===== src/rtl/hilo_div_unit.sv =====
// -----------------------------------------------------------------------------
// hilo_div_unit
//
// Multi-cycle radix-2 restoring divider for the execute stage. A DIV/DIVU
// request is accepted from FREE when start_i is high. The unit then runs one
// quotient bit per clock and returns {remainder, quotient} for the HI/LO write
// path (hi = remainder, lo = quotient). The datapath holds start_i high and
// stalls until ready_o rises, then drops start_i to release the unit.
//
// Ports
//   clk           rising-edge clock
//   rst           asynchronous active-low reset (0 = reset)
//   signed_div_i  1 = signed divide (DIV), 0 = unsigned (DIVU); sampled at accept
//   opdata1_i     dividend; sampled at accept
//   opdata2_i     divisor; sampled at accept
//   start_i       level request, held until the result is consumed
//   annul_i       abort an in-flight divide (flush / exception)
//   result_o      {remainder, quotient}, registered
//   ready_o       result valid, registered
// -----------------------------------------------------------------------------
module hilo_div_unit #(
    parameter int DATA_W = 32,
    parameter int ITER_W = 6
) (
    input  logic                  clk,
    input  logic                  rst,
    input  logic                  signed_div_i,
    input  logic [DATA_W-1:0]     opdata1_i,
    input  logic [DATA_W-1:0]     opdata2_i,
    input  logic                  start_i,
    input  logic                  annul_i,
    output logic [2*DATA_W-1:0]   result_o,
    output logic                  ready_o
);

    typedef enum logic [1:0] {
        FREE      = 2'd0,
        DIVBYZERO = 2'd1,
        ON        = 2'd2,
        END       = 2'd3
    } state_t;

    state_t                state_reg, state_next;
    logic [ITER_W-1:0]     cnt_reg, cnt_next;
    logic [DATA_W-1:0]     rem_reg, rem_next;     // partial remainder
    logic [DATA_W-1:0]     quo_reg, quo_next;     // dividend bits shifting out, quotient bits shifting in
    logic [DATA_W-1:0]     dvs_reg, dvs_next;     // divisor magnitude
    logic                  sign1_reg, sign1_next; // dividend sign bit
    logic                  sign2_reg, sign2_next; // divisor sign bit
    logic                  signed_reg, signed_next;
    logic [2*DATA_W-1:0]   result_reg, result_next;
    logic                  ready_reg, ready_next;

    // -------------------------------------------------------------------------
    // Operand magnitudes: index 0 = dividend, 1 = divisor. A negative signed
    // operand is two's-complement negated; the most negative value maps onto
    // itself, which is still the correct magnitude when read as unsigned.
    // -------------------------------------------------------------------------
    logic [DATA_W-1:0] op_in  [2];
    logic [DATA_W-1:0] op_mag [2];
    logic              op_neg [2];

    assign op_in[0] = opdata1_i;
    assign op_in[1] = opdata2_i;

    genvar gi;
    generate
        for (gi = 0; gi < 2; gi++) begin : g_mag
            assign op_neg[gi] = signed_div_i & op_in[gi][DATA_W-1];
            assign op_mag[gi] = op_neg[gi] ? ({DATA_W{1'b0}} - op_in[gi]) : op_in[gi];
        end
    endgenerate

    // -------------------------------------------------------------------------
    // One restoring iteration. The partial remainder is always below the
    // divisor, so the shifted value needs one extra bit; the trial difference
    // carries one more bit so its MSB acts as the borrow / sign.
    // -------------------------------------------------------------------------
    logic [DATA_W:0]   shifted_rem;
    logic [DATA_W+1:0] trial_diff;
    logic              trial_ok;
    logic [DATA_W-1:0] iter_rem;
    logic [DATA_W-1:0] iter_quo;
    logic              last_iter;

    assign shifted_rem = {rem_reg, quo_reg[DATA_W-1]};
    assign trial_diff  = {1'b0, shifted_rem} - {2'b00, dvs_reg};
    assign trial_ok    = ~trial_diff[DATA_W+1];
    assign iter_rem    = trial_ok ? trial_diff[DATA_W-1:0] : shifted_rem[DATA_W-1:0];
    assign iter_quo    = {quo_reg[DATA_W-2:0], trial_ok};
    assign last_iter   = (cnt_reg == ITER_W'(DATA_W - 1));

    // Sign fix-up applied on the final iteration's outputs.
    logic              neg_quo;
    logic              neg_rem;
    logic [DATA_W-1:0] fix_quo;
    logic [DATA_W-1:0] fix_rem;

    assign neg_quo = signed_reg & (sign1_reg ^ sign2_reg);
    assign neg_rem = signed_reg & sign1_reg;
    assign fix_quo = neg_quo ? ({DATA_W{1'b0}} - iter_quo) : iter_quo;
    assign fix_rem = neg_rem ? ({DATA_W{1'b0}} - iter_rem) : iter_rem;

    // -------------------------------------------------------------------------
    // State and datapath registers
    // -------------------------------------------------------------------------
    always_ff @(posedge clk or negedge rst) begin
        if (!rst) begin
            state_reg  <= FREE;
            cnt_reg    <= '0;
            rem_reg    <= '0;
            quo_reg    <= '0;
            dvs_reg    <= '0;
            sign1_reg  <= 1'b0;
            sign2_reg  <= 1'b0;
            signed_reg <= 1'b0;
            result_reg <= '0;
            ready_reg  <= 1'b0;
        end else begin
            state_reg  <= state_next;
            cnt_reg    <= cnt_next;
            rem_reg    <= rem_next;
            quo_reg    <= quo_next;
            dvs_reg    <= dvs_next;
            sign1_reg  <= sign1_next;
            sign2_reg  <= sign2_next;
            signed_reg <= signed_next;
            result_reg <= result_next;
            ready_reg  <= ready_next;
        end
    end

    // -------------------------------------------------------------------------
    // Next-state and next-output logic. annul_i is tested first in every busy
    // state so it wins over both start_i and completion.
    // -------------------------------------------------------------------------
    always_comb begin
        state_next  = state_reg;
        cnt_next    = cnt_reg;
        rem_next    = rem_reg;
        quo_next    = quo_reg;
        dvs_next    = dvs_reg;
        sign1_next  = sign1_reg;
        sign2_next  = sign2_reg;
        signed_next = signed_reg;
        result_next = result_reg;
        ready_next  = ready_reg;

        case (state_reg)
            FREE: begin
                result_next = '0;
                ready_next  = 1'b0;
                if (start_i && !annul_i) begin
                    if (opdata2_i == '0) begin
                        state_next = DIVBYZERO;
                    end else begin
                        state_next  = ON;
                        quo_next    = op_mag[0];
                        dvs_next    = op_mag[1];
                        sign1_next  = opdata1_i[DATA_W-1];
                        sign2_next  = opdata2_i[DATA_W-1];
                        signed_next = signed_div_i;
                        cnt_next    = '0;
                        rem_next    = '0;
                    end
                end
            end

            DIVBYZERO: begin
                result_next = '0;
                cnt_next    = '0;
                if (annul_i) begin
                    state_next = FREE;
                    ready_next = 1'b0;
                end else begin
                    state_next = END;
                    ready_next = 1'b1;
                end
            end

            ON: begin
                if (annul_i) begin
                    state_next  = FREE;
                    ready_next  = 1'b0;
                    result_next = '0;
                    cnt_next    = '0;
                end else begin
                    rem_next = iter_rem;
                    quo_next = iter_quo;
                    cnt_next = cnt_reg + 1'b1;
                    if (last_iter) begin
                        state_next  = END;
                        result_next = {fix_rem, fix_quo};
                        ready_next  = 1'b1;
                        cnt_next    = '0;
                    end
                end
            end

            END: begin
                if (annul_i || !start_i) begin
                    state_next  = FREE;
                    ready_next  = 1'b0;
                    result_next = '0;
                end
            end

            default: begin
                state_next  = FREE;
                ready_next  = 1'b0;
                result_next = '0;
                cnt_next    = '0;
            end
        endcase
    end

    assign result_o = result_reg;
    assign ready_o  = ready_reg;

endmodule

===== config.mk =====
export PLATFORM = sky130hd
export DESIGN_NAME = hilo_div_unit
export DESIGN_NICKNAME = d
export VERILOG_FILES = /design/src/rtl/hilo_div_unit.sv
export SDC_FILE = /design/constraint.sdc
export NUM_CORES = 1
export LEC_CHECK = 0
export BUFFER_PORTS_ARGS = -buffer_cell sky130_fd_sc_hd__buf_2
export CORE_MARGIN = 2
export CORE_UTILIZATION = 54
export DETAILED_ROUTE_END_ITERATION = 10
export PLACE_DENSITY = 0.76
export REMOVE_ABC_BUFFERS = 1
export SETUP_SLACK_MARGIN = 0.5
export SYNTH_ARGS = -nofsm -noshare
export SYNTH_HDL_FRONTEND = slang
export SYNTH_SLANG_ARGS = --single-unit

===== constraint.sdc =====
create_clock -name clk -period 4.53 [get_ports clk]
set_clock_uncertainty 0.15 [all_clocks]
set_input_delay 0 -clock clk [delete_from_list [all_inputs] [get_ports clk]]
set_output_delay 0 -clock clk [all_outputs]
set_load 0.05 [all_outputs]

==> results.ini <==
[sta]
hold_viol_final = 0
tightestPinTransition_ps = 1120
final-setup-viol-count = 0
fmax_ghz = 0.237
slew_headroom_pct = 25.0
rsz0062_at_grt = yes
fin_setup_tns_ps = 0
setup_slack_ps = 304
min_period_over_period_pct = 93.3
fin_crit_ps = 4230
slew_viol_final = 0

[worst_setup_path]
r2r_end = result_o[62]$_DFFE_PN0P_
path_buf_inv = 1
rrSetupSlack_ps = 300
path_cells = inv_1 -> ha_1 -> o211a_1 -> o31ai_4 -> a21o_1 -> a31oi_2 -> or2_4 -> nand2_2 -> o21ai_2 -> ha_2 -> nand3b_1 -> or3_4 -> or4_4 -> a21oi_4 -> and4bb_2 -> a41oi_1 -> xor2_1 -> o21ai_1
cpPeakStageDelay_ps = 440
cpMaxStageDelayCell = or4_4
crit_start = dvs_reg[4]$_DFFE_PN0P_
ff2ff_path_depth = 18
cp.required_ps = 4660
crit_path_max_fanout = 6
cp-start-kind = flop
reg2reg_from = dvs_reg[4]$_DFFE_PN0P_
worstSetupPathType = flop to flop
cp-end-kind = flop
cpLargestDelayFamily = simple AND/OR/NAND/NOR gates
critical_path_arrival_ps = 4360

[logic_synthesis]
yosysWarnings = 0
synthTopCellsByCount = o21ai_0 (197), nand2_1 (196), dfrtp_1 (172), a21oi_1 (148), nor2_1 (134)
synth.area.top_cells = dfrtp_1 (36%), o21ai_0 (8.3%), a21oi_1 (6.2%), nand2_1 (6.2%), xor2_1 (6.0%)
syn-cell-area_sq_mm = 0.0119
synth_seq_cells = 172
synth_area_leader_cell = dfrtp_1
yosysSeqAreaShare_pct = 36.1
synth_cell_types = 86
synth_edf_count = 0
synth_flop_cell = dfrtp_1
synthArstFlopShare_pct = 100
syn-mean-instance-area_sq_um = 8.14
synth_most_common_cell = o21ai_0
postSynthCellCount = 1465
yosysTopAreaCellShare_pct = 36.1

[pwr]
finalPower_uw = 8450
power.leakage_uw = 0.00700
irDropWorstVdd_mv = 0.398
power_density_mw_per_mm2 = 534

[worst_hold_path]
hp-start = start_i
worstHoldEndpoint = state_reg[0]$_DFFE_PN0P_
hold_path_class = input port to flop
hold_depth = 4

[floorplanning]
num_rows = 54
ios = 134
core_sq_mm = 0.0218
dieArea_sq_mm = 0.0233
die_h_microns = 153
die_w_microns = 153
initial_utilization_pct = 54.8

[clocking]
clk_path_buf_depth = 2
clock_latency_ps = 450
cts_tree = built
numCtsBuffers = 17
cts_sinks = 172
clockRootBuffer = clkbuf_16
clk_pin_slew_ps = 70
htree_levels = 4

[routing]
dr.pass1.iters = 6
wire_per_inst_microns = 18.1
routed_wl_microns = 37100
vias = 12200
drt_iter0_drc = 1062
drtAntennaViolNets = 0
vias_per_cell = 5.94
drcViolationCount = 0

[placement]
dp.cells = 1880
hpwl_microns = 24700
dpl_worst_slack_ps = -5.07
portBuffers = 133
globalplace.congestion = 0.945

[finish]
area_growth_pct = 32.7
drive_above_1_share_pct = 24.0
final_net_count = 1868
diodes = 0
final_cells = 2049
largest_reg_flops = 64

[global_route]
antenna_found_initial = 0
grt_pass1_wl_microns = 57300
grt_usage_pct = 30.0
grt_pass1_vias = 11500
grt_start_max_net_pins = 92
grt_overflow = 0

[run]
maxCapViolCount = 0

[outcome]
outcome = finished clean

[layout by cell type, fill, tap and decap left out, drive strengths merged, types with 4 or more instances in the layout]
cell type,count
dfrtp,172
and4,4
buf,248
o21a,8
xnor2,46
and2,13
a211oi,9
or4,13
a21oi,151
dlygate4sd3,85
nor2,136
xor2,82
a22oi,5
o21ai,209
a31oi,18
nor4,13
clkbuf,20
o41ai,9
mux2,6
nor3,22
a21o,16
mux2i,15
nand3,11
or3,25
ha,42
clkinv,8
inv,59
nand4,5
and3,9
o31ai,31
or2,5
nand2b,10
nand3b,7
nand2,197
nor3b,7
nor2b,9
[worst reg2reg max path, delay by kind of cell, from the launching register on]
kind | cells | cell delay (ps)
compound gates | 8 | 1220
simple gates | 6 | 1510
fa+ha+maj | 2 | 620
xor+xnor | 1 | 190
flops | 1 | 330
buf+inv | 1 | 60
[metrics by stage]
| stage | utilization (%) | area (sq um) | hold WS (ps) |
|---|---|---|---|
| 6_report | 72.7 | 15800 | 54.6 |
| 3_5_place_dp | 60.7 | 13200 | -0.727 |
| 3_3_place_gp | 60.7 | 13200 | -15.7 |
| 4_1_cts | 68.7 | 15000 | 38.2 |
| 5_1_grt | 72.7 | 15800 | 101 |
| 2_1_floorplan | - | 11700 | -446 |
[cell families after synthesis]
logic type / Yosys count / share of synthesized area (%)
xor gates and xnor gates: 128 / 9.41
buffers and inverters: 118 / 3.83
AOI/OAI and AO/OA: 489 / 24.2
muxes: 21 / 1.83
DFF: 172 / 36.1
and+or+nand+nor: 494 / 20.0
adders and majority gates: 43 / 4.58
[timing repair]
action,in CTS,in global routing
gates cloned,1,1
buffers inserted,19,31
gates resized for setup,36,127
pin swaps,17,49
endpoints found under the hold margin,162,0
setup endpoints to repair,26,114
hold buffers,85,0
[report_power, final]
part	leakage (uW)	internal [uW]	total [uW]	switching, uW
logic	0.00448	1760	4690	2930
clock network	0.000289	783	1460	680
registers	0.00224	1950	2300	348
[per-layer routing]
| metal | global-route usage [%] | part of all wire [%] | up-vias |
|---|---|---|---|
| met5 | 0 | 0 | - |
| li1 | - | - | 5760 |
| met3 | 4.12 | 5.4 | 118 |
| met2 | 50.5 | 49 | 483 |
| met1 | 39.0 | 42 | 5808 |
| met4 | 12.4 | 4.3 | 0 |
[how the worst max path moves through the flow]
| stage | cells past startpoint | endpoint | slack (ps) |
|---|---|---|---|
| 6_report | 18 | result_o[62]$_DFFE_PN0P_ | 300 |
| 5_1_grt | 18 | result_o[62]$_DFFE_PN0P_ | 150 |
| 4_1_cts | 18 | result_o[62]$_DFFE_PN0P_ | 310 |
| 3_5_place_dp | 16 | result_o[62]$_DFFE_PN0P_ | -5 |
| 3_3_place_gp | 16 | result_o[62]$_DFFE_PN0P_ | 80 |
| 2_1_floorplan | 7 | result_o[63]$_DFFE_PN0P_ | -1530 |
[final cells by class]
cell class / count / area, sq um
clock inverter: 14 / 130
clock buffer: 18 / 439
tap: 280 / 350
sequential: 172 / 4310
fill: 1629 / 5940
timing repair buffer: 335 / 2490
inverter: 54 / 215
multi-input combinational: 1176 / 7880
Power figures use the tool's default switching activity.
